$ cat src/rtl/vend_change_ctrl.sv
// Vending controller: credit accumulation, item vend and change payout.
// Optional macro VM_STOCK_EN adds per-item stock counters and sold_out.
//
// Ports:
//   clk, rst        rising-edge clock, async active-high reset
//   coin_valid/val  coin deposit pulse and its value
//   sel_valid/sel   item selection pulse and index
//   cancel          refund request pulse
//   price_tbl       packed prices, item i at [i*W +: W]
//   chg_ready       hopper accepts the offered change coin
//   chg_valid/big   change coin offered (big = CHG_BIG, else CHG_SMALL)
//   dispense/item   one-cycle item release and its index
//   coin_rej        coin returned unaccepted (pulse)
//   insuf           credit below price (pulse)
//   sold_out        item empty (pulse, stock build only, else 0)
//   busy            controller not in WAIT
//   credit          current credit
module vend_change_ctrl #(
   parameter int W          = 8,
   parameter int N          = 4,
   parameter int CHG_BIG    = 25,
   parameter int CHG_SMALL  = 5,
   parameter int STOCK_INIT = 3,
   localparam int SW        = (N > 1) ? $clog2(N) : 1
) (
   input  logic            clk,
   input  logic            rst,
   input  logic            coin_valid,
   input  logic [W-1:0]    coin_val,
   input  logic            sel_valid,
   input  logic [SW-1:0]   sel,
   input  logic            cancel,
   input  logic [N*W-1:0]  price_tbl,
   input  logic            chg_ready,
   output logic            chg_valid,
   output logic            chg_big,
   output logic            dispense,
   output logic [SW-1:0]   disp_item,
   output logic            coin_rej,
   output logic            insuf,
   output logic            sold_out,
   output logic            busy,
   output logic [W-1:0]    credit
);

   typedef enum logic [2:0] {
      INIT,
      WAIT,
      CHECK,
      VEND,
      CHANGE
   } state_t;

   state_t        r_state;
   state_t        w_nxt;
   logic [W-1:0]  r_tot;
   logic [W-1:0]  w_tot_nxt;
   logic [SW-1:0] r_sel;
   logic [SW-1:0] w_sel_nxt;
   logic          r_coin_rej;
   logic          r_insuf;
   logic          w_rej;
   logic          w_insuf;
   logic          w_sold;
   logic          w_empty;
   logic          w_sel_ok;
   logic [W-1:0]  w_price;
   logic [W:0]    w_sum;

   // Extra bit catches a deposit that would wrap the credit.
   assign w_sum    = {1'b0, r_tot} + {1'b0, coin_val};
   assign w_sel_ok = ({1'b0, r_sel} < (SW+1)'(N));

   always_comb begin
      w_price = '0;
      for (int i = 0; i < N; i++)
         if (r_sel == SW'(i))
            w_price = price_tbl[i*W +: W];
   end

   always_ff @(posedge clk or posedge rst) begin
      if (rst)
         r_state <= INIT;
      else
         r_state <= w_nxt;
   end

   always_comb begin
      w_nxt     = r_state;
      w_tot_nxt = r_tot;
      w_sel_nxt = r_sel;
      w_rej     = 1'b0;
      w_insuf   = 1'b0;
      w_sold    = 1'b0;
      chg_valid = 1'b0;
      chg_big   = 1'b0;
      dispense  = 1'b0;

      // Coins are only taken alone, in WAIT, and without overflow.
      if (coin_valid &&
          (r_state != WAIT || cancel || sel_valid || w_sum[W]))
         w_rej = 1'b1;

      unique case (r_state)
         INIT: begin
            w_tot_nxt = '0;
            w_nxt     = WAIT;
         end
         WAIT: begin
            if (cancel)
               w_nxt = CHANGE;
            else if (sel_valid) begin
               w_sel_nxt = sel;
               w_nxt     = CHECK;
            end else if (coin_valid && !w_sum[W])
               w_tot_nxt = w_sum[W-1:0];
         end
         CHECK: begin
            w_nxt = WAIT;
            if (!w_sel_ok)
               w_insuf = 1'b1;
            else if (w_empty)
               w_sold = 1'b1;
            else if (r_tot >= w_price) begin
               w_tot_nxt = r_tot - w_price;
               w_nxt     = VEND;
            end else
               w_insuf = 1'b1;
         end
         VEND: begin
            dispense = 1'b1;
            w_nxt    = CHANGE;
         end
         CHANGE: begin
            if (r_tot >= W'(CHG_BIG)) begin
               chg_valid = 1'b1;
               chg_big   = 1'b1;
               if (chg_ready)
                  w_tot_nxt = r_tot - W'(CHG_BIG);
            end else if (r_tot >= W'(CHG_SMALL)) begin
               chg_valid = 1'b1;
               if (chg_ready)
                  w_tot_nxt = r_tot - W'(CHG_SMALL);
            end else
               w_nxt = WAIT;
         end
         default: w_nxt = INIT;
      endcase
   end

   always_ff @(posedge clk or posedge rst) begin
      if (rst) begin
         r_tot      <= '0;
         r_sel      <= '0;
         r_coin_rej <= 1'b0;
         r_insuf    <= 1'b0;
      end else begin
         r_tot      <= w_tot_nxt;
         r_sel      <= w_sel_nxt;
         r_coin_rej <= w_rej;
         r_insuf    <= w_insuf;
      end
   end

`ifdef VM_STOCK_EN
   logic [W-1:0] r_stock [N];
   logic         r_sold;

   always_comb begin
      w_empty = 1'b0;
      for (int i = 0; i < N; i++)
         if (r_sel == SW'(i))
            w_empty = (r_stock[i] == '0);
   end

   always_ff @(posedge clk or posedge rst) begin
      if (rst) begin
         for (int i = 0; i < N; i++)
            r_stock[i] <= W'(STOCK_INIT);
         r_sold <= 1'b0;
      end else begin
         r_sold <= w_sold;
         for (int i = 0; i < N; i++)
            if (r_state == VEND && r_sel == SW'(i))
               r_stock[i] <= r_stock[i] - 1'b1;
      end
   end

   assign sold_out = r_sold;
`else
   logic [W:0] w_unused_stock;

   assign w_empty        = 1'b0;
   assign sold_out       = 1'b0;
   assign w_unused_stock = {w_sold, W'(STOCK_INIT)};
`endif

   assign disp_item = r_sel;
   assign coin_rej  = r_coin_rej;
   assign insuf     = r_insuf;
   assign busy      = (r_state != WAIT);
   assign credit    = r_tot;

endmodule

$ cat config.mk
export PLATFORM = sky130hd
export DESIGN_NAME = vend_change_ctrl
export DESIGN_NICKNAME = d
export VERILOG_FILES = /design/src/rtl/vend_change_ctrl.sv
export SDC_FILE = /design/constraint.sdc
export NUM_CORES = 1
export LEC_CHECK = 0
export BUFFER_PORTS_ARGS = -buffer_cell sky130_fd_sc_hd__buf_2
export CAP_MARGIN = 40
export CORE_MARGIN = 2
export CORE_UTILIZATION = 25
export CTS_BUF_LIST = sky130_fd_sc_hd__clkbuf_2 sky130_fd_sc_hd__clkbuf_4 sky130_fd_sc_hd__clkbuf_8
export CTS_CLUSTER_DIAMETER = 60
export CTS_CLUSTER_SIZE = 20
export DETAILED_ROUTE_END_ITERATION = 12
export PLACE_DENSITY_LB_ADDON = 0.1
export SYNTH_ARGS = -nofsm -noshare
export SYNTH_HDL_FRONTEND = slang
export SYNTH_SLANG_ARGS = --single-unit
export TNS_END_PERCENT = 30
$ cat constraint.sdc
create_clock -name clk -period 3.6 [get_ports clk]
set_clock_uncertainty 0.05 [all_clocks]
set_input_delay 0 -clock clk [delete_from_list [all_inputs] [get_ports clk]]
set_output_delay 0 -clock clk [all_outputs]
set_load 0.05 [all_outputs]
# Yosys cells after proc, flatten, opt, wreduce, memory -nomap -nowiden
# Index checks and enable logic that the tools add are counted.
dict set report op_classes {
  n_addsub 4
  bitwise 1
  n_eq_ne 18
  muxes 28
  n_reduce_logical 12
  n_lt_le_gt_ge 3
}
# op n
set ops {}
lappend ops {{two-way mux 8 bit} 12}
lappend ops {{one-hot mux 8 bit (4 select lines)} 1}
lappend ops {{one-hot mux 3 bit (5 select lines)} 1}
lappend ops {{two-way mux 3 bit} 4}
lappend ops {{!= test 2 bit (second input constant)} 6}
lappend ops {{!= test 3 bit (second input constant)} 4}
lappend ops {{adder 8 x 8 -> 9 bit} 1}
lappend ops {{two-way mux 1 bit} 9}
lappend ops {{greater-or-equal comparator 8 x 3 -> 1 bit (second input constant)} 1}
lappend ops {{greater-or-equal comparator 8 x 5 -> 1 bit (second input constant)} 1}
lappend ops {{greater-or-equal comparator 8 bit} 1}
lappend ops {{AND reduction 8 bit} 1}
lappend ops {{subtractor 8 x 3 -> 8 bit (second input constant)} 1}
lappend ops {{subtractor 8 x 5 -> 8 bit (second input constant)} 1}
lappend ops {{subtractor 8 bit} 1}
lappend ops {{== test 3 x 2 -> 1 bit (second input constant)} 2}
lappend ops {{AND reduction 3 bit} 2}
lappend ops {{== test 2 bit (second input constant)} 2}
lappend ops {{nonzero test 4 bit} 1}
lappend ops {{== test 3 x 1 -> 1 bit (second input constant)} 1}
lappend ops {{== test 3 bit (second input constant)} 1}
lappend ops {{zero test 3 bit} 1}
lappend ops {{logical OR 1 bit} 3}
lappend ops {{!= test 3 x 1 -> 1 bit (second input constant)} 1}
lappend ops {{6 further kinds} 7}
dict set report totals {
  word_cells 71
  regBits 15
  in_bits 48
}

# Longest topological paths before layout
# Gate-level depths: netlist (run 1).
dict set report depth {
  depth_word 8
  depth_mapped 12
}

# Worst setup path before layout (run 1)
# No wires, ideal clock.
dict set report synth_timing {
  path_kind {flip-flop to flip-flop}
  start {register r_sel[0], in the netlist disp_item[0]}
  end {register r_tot[2], in the netlist credit[2]}
  path_stages_with_launch 13
  t_arrival_ns 3.169
  setup_ns 0.130
  slack_ns 0.251
  synth_period_minus_slack_ns 3.349
  path_buffers 2
  cell_sequence {dfrtp_1 -> clkbuf_1 -> mux4_2 -> ha_1 -> inv_1 -> fa_1 -> nand3_1 -> a31oi_1 -> nor4_1 -> a211o_2 -> buf_6 -> a21oi_1 -> o22ai_2}
}
dict set report synth_via {
  elab_chain_cells 8
}
# item line_no
set synth_rtl {}
lappend synth_rtl {{start: declaration} 58} ;# logic [SW-1:0] r_sel;
lappend synth_rtl {{start signal: assignment} 159} ;# r_sel <= w_sel_nxt;
lappend synth_rtl {{zero test 2 bit} 77} ;# if (r_sel == SW'(i))
lappend synth_rtl {{two-way mux 8 bit (3 in a row)} 77}
lappend synth_rtl {{two-way mux 8 bit (*)} 77}
lappend synth_rtl {{subtractor 8 bit or greater-or-equal comparator 8 bit (tied branches)} {125, 124}}
lappend synth_rtl {{two-way mux 8 bit or != test 2 bit (tied branches)} --}
lappend synth_rtl {{one-hot mux 8 bit (4 select lines) or AND reduction 8 bit (tied branches)} --}
lappend synth_rtl {{end signal: assignment} 158} ;# r_tot <= w_tot_nxt;
lappend synth_rtl {{end: declaration} 56} ;# logic [W-1:0] r_tot;
# Every way passes the cells marked *; elsewhere a longest branch is shown, timed or not. The select of a mux whose other input is x is not followed.
# A chain may end at the register's enable or synchronous reset.

# Worst setup path after layout (run 1)
dict set report layout_timing {
  start {register r_sel[0], in the netlist disp_item[0]}
  end {register r_tot[4], in the netlist credit[4]}
}
# The elaborated chain is that of the path after synthesis.

==> reports/qor.yml, run 1 <==
outcome: "finished, final reports clean"
final_area_sq_mm: 0.002492
syn_to_final_growth_pct: 25.05
r2r_cells: 10
syn_nets: 301
n_antenna_cell: 0
critical_path_depth: 10
rr_startpoint: "disp_item[0]"
cts_buffers: 3
worst_setup_path_start_kind: "register"
max_cap_violations: 0
final_util_pct: 32.25
firstDrtPassIters: 4
n_fill_cell: 844
multiInputGateArea_sq_mm: 0.001498
avgSynthCellArea_sq_um: 8.591
synth_edf_count: 0
critical_path_class: "register to register"
grt_pass1_wl_um: 10250
critical_path_arrival_ns: 3.16
antenna_left: 0
postSynth.asyncResetShare_pct: 100.0
fp.dieW_um: 93.29
critPathTopFamily: "compound AO/OA/AOI/OAI gates"
drtIter0Drc: 124
synth_area_leaders: "dfrtp_1, ha_1, mux4_2"
ir_worst_vdd_mv: 0.3990
setup_viol: 0
synth_cell_type_count: 51
synth_top_cell_by_area: "dfrtp_1"
final.setup.tns_ns: 0
antenna_found_initial: 0
cts.sinks: 15
syn_inst: 232
insertion_delay_ns: 0.25
r2r-end: "credit[4]"
rsz0062_at_grt: "false"
grt_max_degree: 16
viasPerCell: 5.065
required_ns: 3.68
dp_hpwl_um: 5279
cp-endpoint: "credit[4]"
placed_area_sq_mm: 0.002406
wl_um: 6356
cp_num_buf_inv: 1
dp_cells: 390
min_period_over_period_pct: 85.61
row_count: 32
critPathMaxStageDelay_ns: 0.67
initial_core_util_pct: 25.79
crit_chain: "mux4_2, ha_1, inv_1, fa_1, nand3_1, a31oi_1, nor4_1, a211o_2, o21ai_0, o21ai_0"
die-area_sq_mm: 0.008703
layout_common_cells: "buf_2, a21oi_1, ha_1"
hold_class: "input port to register"
r2r_slack_ns: 0.52
synth.top_cell.area_share_pct: 18.83
gp_congestion: 0.8396
fin_cells: 398
p_per_area_mw_per_mm2: 972.3
power.leakage_nw: 1.167
max_slew_margin_pct: 59.40
gr-total-overflow: 0
drive_gt1_share_pct: 29.73
htree_levels: 1
core_sq_mm: 0.007727
crit_slowest_cell: "dfrtp_1"
worstSetupEndpointType: "register"
syn_area_sq_mm: 0.001993
grt_pass1_vias: 2021
max_clock_freq_mhz: 324.5
ys.flop_type: "dfrtp_1"
synth.ff_latch_count: 15
layout_min_cycle_time_ns: 3.082
layout_commonest_cell: "buf_2"
io_buffers: 63
fin_nets: 366
post-cts-setup-buffers: 0
worstSetupStartpoint: "disp_item[0]"
slew_violations: 0
yosysWarnings: 0
fp.dieH_um: 93.29
clk_path_buf_depth: 2
final-seq-area_sq_um: 375.4
cp_common_cell: "o21ai_0"
vias: 2016
finalHoldViolations: 0
cts_tree: "yes"
drc_errors: 0
ys_seq_area_share_pct: 18.83
critPathMaxFanout: 11
grtUsageTotal_pct: 15.09
root_buffer: "clkbuf_8"
wire_per_inst_um: 15.97
io_pins: 65
max_slew.worst_pin.slew_ns: 0.6083
clk_pin_slew_ns: 0.07
==> flip-flops by register name (all words and copies together), names as in the netlist <==
| signal | flops |
|---|---|
| coin_rej | 1 |
| credit | 8 |
| disp_item | 2 |
| insuf | 1 |
| r_state | 3 |
==> worst min path at each step <==
stage / endpoint / depth (start not counted) / slack (ns) / from
4_1_cts: r_state[1] / 3 / 0.008 / sel_valid
2_1_floorplan: coin_rej / 1 / -0.15 / rst
3_5_place_dp: r_state[2] / 2 / 0.07 / rst
6_report: r_state[1] / 3 / 0.02 / sel_valid
5_1_grt: r_state[1] / 3 / 0.02 / sel_valid
3_3_place_gp: r_state[2] / 2 / 0.08 / rst
==> final cells by class <==
cell class	instances	share of cell area, %
clock buffer	3	1.657
clock inverter	1	0.2008
inverter	18	2.711
multi-input combinational	189	60.09
sequential	15	15.06
tap	102	5.120
timing repair buffer	70	15.16
==> kinds of logic after synthesis <==
| kind of cell | share of synthesized area [%] |
|---|---|
| buffers and inverters | 6.026 |
| DFF | 18.83 |
| xor gates and xnor gates | 5.713 |
| muxes | 10.17 |
| and+or+nand+nor | 18.65 |
| AOI/OAI and AO/OA | 26.49 |
| adders and majority gates | 13.94 |
| other | 0.1881 |
==> layer usage <==
| metal | up-vias | share of wire, % | track usage (%) |
|---|---|---|---|
| met5 | - | 0 | 0 |
| met3 | 6 | 5.4 | 2.337 |
| met2 | 64 | 48 | 26.32 |
| li1 | 1015 | - | - |
| met1 | 931 | 46 | 20.19 |
| met4 | 0 | 1.2 | 1.961 |
==> worst reg2reg max path, delay by kind of cell, from the launching register on <==
kind,cells,cell delay (ns)
simple gates,2,0.22
flops,1,0.67
buf+inv,1,0.07
mux,1,0.57
compound gates,4,0.98
fa+ha+maj,2,0.42
==> repair_timing <==
action                                 CTS  global route
endpoints found under the hold margin   18             0
gates resized for setup                  0             0
hold buffers                             4             0
==> cells in the mapped netlist (all sizes together), types with 4 or more instances <==
master	instances
a21oi	22
ha	19
nor2	19
inv	18
dfrtp	15
o21ai	12
mux4	8
nor3	8
nand2	7
nand3	7
xnor2	7
a21o	6
a221oi	6
xor2	6
a31oi	5
buf	5
clkbuf	5
nand2b	5
nand4	5
and2	4
o22ai	4
==> metrics by stage <==
step / hold slack [ns] / total power [mW] / setup WS [ns]
2_1_floorplan: -0.1485 / 1.825 / 0.2512
3_3_place_gp: 0.07633 / 2.325 / 0.5148
3_5_place_dp: 0.07410 / 2.291 / 0.4655
4_1_cts: 0.007803 / 2.447 / 0.4710
5_1_grt: 0.02110 / 2.649 / 0.2302
6_report: 0.01671 / 2.423 / 0.5181
==> power breakdown <==
| part | internal, mW | switching (mW) | total (mW) |
|---|---|---|---|
| sequential | 0.230 | 0.179 | 0.409 |
| combinational | 0.753 | 1.12 | 1.88 |
| clock | 0.0766 | 0.0620 | 0.139 |
Power figures use the tool's default switching activity.
==> run 2, diff against run 1 <==
clock period = 3.4 ns   (was 3.6 ns; I/O delays follow)
==> reports/qor.yml, run 2 (synthesized netlist as in run 1, its figures left out) <==
r2r-end: "credit[6]"  # was credit[4]
layout_min_cycle_time_ns: 2.996  # was 3.082 ns
vias: 2048  # was 2016
crit_slowest_cell: "dfrtp_1"  # unchanged
rr_startpoint: "disp_item[0]"  # unchanged
finalHoldViolations: 0  # unchanged
gp_congestion: 0.7881  # was 0.8396
max_clock_freq_mhz: 333.7  # was 324.5 MHz
grt_pass1_wl_um: 10830  # was 10250 um
antenna_found_initial: 0  # unchanged
insertion_delay_ns: 0.25  # about the same
wire_per_inst_um: 16.78  # was 15.97 um
viasPerCell: 5.159  # was 5.065
initial_core_util_pct: 25.79  # unchanged
hold_buffers: 4  # unchanged
io_pins: 65  # unchanged
power.leakage_nw: 1.163  # was 1.167 nW
wl_um: 6661  # was 6356 um
min_from: "cancel"  # was sel_valid
syn_to_final_growth_pct: 24.67  # was 25.05%
slew_violations: 0  # unchanged
setup_viol: 0  # unchanged
holdPathStages: 3  # unchanged
dp_hpwl_um: 5483  # was 5279 um
die-area_sq_mm: 0.008703  # unchanged
min_period_over_period_pct: 88.13  # was 85.61%
holdPathEnd: "r_state[2]"  # was r_state[1]
drc_errors: 0  # unchanged
grtUsageTotal_pct: 15.88  # was 15.09%
clk_pin_slew_ns: 0.07  # about the same
crit_chain: "buf_4, mux4_2, inv_1, ha_1, a21o_1, a21o_1, a31o_2, xor2_1, a221oi_1, o2bb2ai_1"  # was mux4_2, ha_1, inv_1, fa_1, nand3_1, a31oi_1, nor4_1, a211o_2, o21ai_0, o21ai_0
critPathMaxFanout: 6  # was 11
row_count: 32  # unchanged
worst_setup_path_start_kind: "register"  # unchanged
largest_reg_flops: 8  # unchanged
fp.dieW_um: 93.29  # unchanged
n_antenna_cell: 0  # unchanged
post-place-ws_ns: 0.3933  # was 0.4655 ns
cts_buffers: 3  # unchanged
firstDrtPassIters: 4  # unchanged
outcome: "finished, final reports clean"  # unchanged
htree_levels: 1  # unchanged
cp_num_buf_inv: 2  # was 1
r2r_cells: 10  # unchanged
dp_cells: 389  # was 390
layout_common_cells: "buf_2, a21oi_1, ha_1"  # unchanged
critical_path_class: "register to register"  # unchanged
antenna_left: 0  # unchanged
n_fill_cell: 844  # unchanged
critical_path_arrival_ns: 3.08  # was 3.16 ns
critPathMaxStageDelay_ns: 0.53  # was 0.67 ns
core_sq_mm: 0.007727  # unchanged
max_slew_margin_pct: 53.84  # was 59.40%
r2r_slack_ns: 0.40  # was 0.52 ns
rsz0062_at_grt: "false"  # unchanged
fin_nets: 365  # was 366
gr-total-overflow: 0  # unchanged
cp_common_cell: "a21o_1"  # was o21ai_0
p_per_area_mw_per_mm2: 1041  # was 972.3 mW/mm^2
io_buffers: 63  # unchanged
post-cts-setup-buffers: 0  # unchanged
max_slew.worst_pin.slew_ns: 0.6871  # was 0.6083 ns
worstSetupEndpointType: "register"  # unchanged
hold_class: "input port to register"  # unchanged
setup_slack_ns: 0.4037  # was 0.5181 ns
final.setup.tns_ns: 0  # unchanged
critPathTopFamily: "compound AO/OA/AOI/OAI gates"  # unchanged
cts_tree: "yes"  # unchanged
max_cap_violations: 0  # unchanged
required_ns: 3.48  # was 3.68 ns
layout_commonest_cell: "buf_2"  # unchanged
fin_cells: 397  # was 398
cts.sinks: 15  # unchanged
root_buffer: "clkbuf_8"  # unchanged
drtIter0Drc: 93  # was 124
drive_gt1_share_pct: 29.49  # was 29.73%
clk_path_buf_depth: 2  # unchanged
grt_pass1_vias: 2099  # was 2021
cts_resized: 0  # unchanged
fp.dieH_um: 93.29  # unchanged
grt_max_degree: 16  # unchanged
ir_worst_vdd_mv: 0.4323  # was 0.3990 mV
[run 2: changes by cell type in the layout (fill, tap and decap cells not counted)]
cell / delta
buf_4: -1
[run 2: how the worst max path moves through the flow]
stage | slack (ns) | start | cells after the start | to
after CTS | 0.38 | disp_item[0] | 10 | credit[6]
after global routing | 0.16 | disp_item[0] | 10 | credit[7]
final | 0.40 | disp_item[0] | 10 | credit[6]
after floorplan | 0.05 | disp_item[0] | 12 | credit[2]
after global placement | 0.41 | disp_item[0] | 10 | credit[6]
after detailed placement | 0.39 | disp_item[0] | 10 | credit[6]
[run 2: area by class of cell]
type                    count  area, sq um  share of cell area (%)
clock inverters             1        5.005                  0.2014
well taps                 102        127.6                   5.136
flip-flops and latches     15        375.4                   15.11
repair buffers             69        370.4                   14.90
clock buffers               3        41.29                   1.662
inverters                  18        67.56                   2.719
multi-input cells         189         1498                   60.27
[run 2: report_power, final]
| group | switching (mW) | internal, mW | leakage, nW | total, mW |
|---|---|---|---|---|
| clock network | 0.0729 | 0.0813 | 0.0255 | 0.154 |
| logic | 1.21 | 0.786 | 0.944 | 2.00 |
| registers | 0.189 | 0.243 | 0.193 | 0.432 |
[run 2: routing by layer]
metal / vias to the layer above / share of wire (%) / track usage, %
met2: 56 / 46 / 25.90
li1: 997 / - / -
met5: - / 0 / 0
met3: 4 / 4.9 / 2.256
met1: 991 / 48 / 22.08
met4: 0 / 1.1 / 3.922
[run 2: worst min-delay path, stage by stage]
cell	delay, ns
buf_2	0.11
nor2_1	0.06
o21bai_1	0.11
[run 2: through the flow]
stage / utilization [%] / hold slack (ns) / instance area [sq um] / total power, mW
detailed placement: 31.04 / 0.09257 / 2399 / 2.438
global placement: 31.04 / 0.08407 / 2399 / 2.456
floorplan: - / -0.1485 / 1993 / 1.932
finish: 32.16 / 0.01556 / 2485 / 2.587
global route: 32.16 / 0.03895 / 2485 / 2.822
CTS: 32.16 / 0.006856 / 2485 / 2.613
==> run 3, diff against run 2 <==
GPL_TIMING_DRIVEN = 0   (was not set)
REMOVE_ABC_BUFFERS = 1   (was not set)
==> reports/qor.yml, run 3 (synthesized netlist as in run 1, its figures left out) <==
max_cap_violations: 0  # unchanged
vias: 1982  # was 2048
wire_per_inst_um: 14.98  # was 16.78 um
layout_min_cycle_time_ns: 2.967  # was 2.996 ns
viasPerCell: 5.018  # was 5.159
busiest_layer: "met2"  # unchanged
fin_nets: 363  # was 365
rsz0062_at_grt: "false"  # unchanged
grt_pass1_wl_um: 9846  # was 10830 um
final.setup.tns_ns: 0  # unchanged
worst_setup_path_start_kind: "register"  # unchanged
io_buffers: 63  # unchanged
gr-total-overflow: 0  # unchanged
setup_viol: 0  # unchanged
cts.sinks: 15  # unchanged
max_slew.worst_pin.slew_ns: 0.6543  # was 0.6871 ns
drtIter0Drc: 87  # was 93
power.leakage_nw: 1.152  # was 1.163 nW
htree_levels: 1  # unchanged
clk_path_buf_depth: 2  # unchanged
post-cts-setup-buffers: 0  # unchanged
initial_core_util_pct: 25.79  # unchanged
drive_gt1_share_pct: 29.35  # was 29.49%
use_met2_pct: 23.20  # was 25.90%
hold_class: "input port to register"  # unchanged
dp_hpwl_um: 4867  # was 5483 um
io_pins: 65  # unchanged
max_slew_margin_pct: 56.04  # was 53.84%
use_met1_pct: 20.84  # was 22.08%
die-area_sq_mm: 0.008703  # unchanged
grt_max_degree: 18  # was 16
grtUsageMet3_pct: 1.209  # was 2.256%
fp.dieH_um: 93.29  # unchanged
gp_congestion: 0.7643  # was 0.7881
firstDrtPassIters: 4  # unchanged
row_count: 32  # unchanged
antenna_left: 0  # unchanged
syn_to_final_growth_pct: 24.11  # was 24.67%
insertion_delay_ns: 0.25  # about the same
r2r_slack_ns: 0.43  # was 0.40 ns
outcome: "finished, final reports clean"  # unchanged
critical_path_arrival_ns: 3.05  # was 3.08 ns
p_per_area_mw_per_mm2: 1016  # was 1041 mW/mm^2
cts_tree: "yes"  # unchanged
fp.dieW_um: 93.29  # unchanged
ir_worst_vdd_mv: 0.2970  # was 0.4323 mV
min_period_over_period_pct: 87.27  # was 88.13%
max_clock_freq_mhz: 337.0  # was 333.7 MHz
drc_errors: 0  # unchanged
finalHoldViolations: 0  # unchanged
layout_common_cells: "buf_2, a21oi_1, ha_1"  # unchanged
required_ns: 3.48  # about the same
worstSetupEndpointType: "register"  # unchanged
critical_path_class: "register to register"  # unchanged
slew_violations: 0  # unchanged
core_sq_mm: 0.007727  # unchanged
n_antenna_cell: 0  # unchanged
wl_um: 5916  # was 6661 um
clk_pin_slew_ns: 0.06  # was 0.07 ns
layout_commonest_cell: "buf_2"  # unchanged
grt_pass1_vias: 2003  # was 2099
root_buffer: "clkbuf_8"  # unchanged
largest_reg_flops: 8  # unchanged
antenna_found_initial: 0  # unchanged
finalPower_mw: 2.514  # was 2.587 mW
grtUsageTotal_pct: 14.31  # was 15.88%
critPathMaxFanout: 11  # was 6
cts_buffers: 3  # unchanged
==> run 3: timing repair <==
| action | in CTS | in global routing |
|---|---|---|
| setup endpoints to repair | 0 | 6 |
| hold buffers | 4 | 0 |
| resized for setup | 0 | 1 |
| hold endpoints to repair | 18 | 0 |
==> run 3: worst max-delay path, cell delays in order (launching register included) <==
cell	delay [ns]
dfrtp_2	0.53
mux4_2	0.55
ha_1	0.20
inv_1	0.06
fa_1	0.23
nand3_1	0.11
a31oi_1	0.24
nor4_1	0.12
a211o_2	0.44
nand2b_1	0.18
o2bb2ai_1	0.12
==> run 3: final timing paths <==
path | from | end | cells past startpoint
worst max-delay path | disp_item[0] | credit[6] | 10
worst min-delay path | cancel | r_state[2] | 3
worst max register to register | disp_item[0] | credit[6] | 10
worst min register to register | r_state[2] | r_state[1] | 1
max in group asynchronous | rst | disp_item[0] | 3
min in group asynchronous | rst | coin_rej | 3
==> run 3: area by class of cell <==
class	instances	area [sq um]
clock buffer	4	48.80
fill	868	5254
inverter	18	67.56
multi-input combinational	189	1498
sequential	15	376.6
tap	102	127.6
timing repair buffer	67	355.3
==> run 3: through the flow <==
stage               instances  instance area [sq um]  worst slack (ns)  utilization, %  hold slack, ns
floorplan                 222                   1941            0.2822               -         -0.1485
detailed placement        387                   2384            0.2187           30.85         0.06170
global placement          387                   2384            0.2063           30.85         0.06018
CTS                       395                   2472            0.1829           31.99         0.01187
finish                    395                   2474            0.4328           32.01         0.02229
global route              395                   2474            0.1603           32.01         0.05543
==> run 3: report_power, final <==
group / switching [mW] / internal (mW)
combinational: 1.14 / 0.769
sequential: 0.204 / 0.244
clock: 0.0651 / 0.0910
==> run 3: metal layers <==
layer	routed length, um	up-vias
li1	-	998
met1	2996	940
met2	2656	39
met3	224	5
met4	39	0
met5	0	-
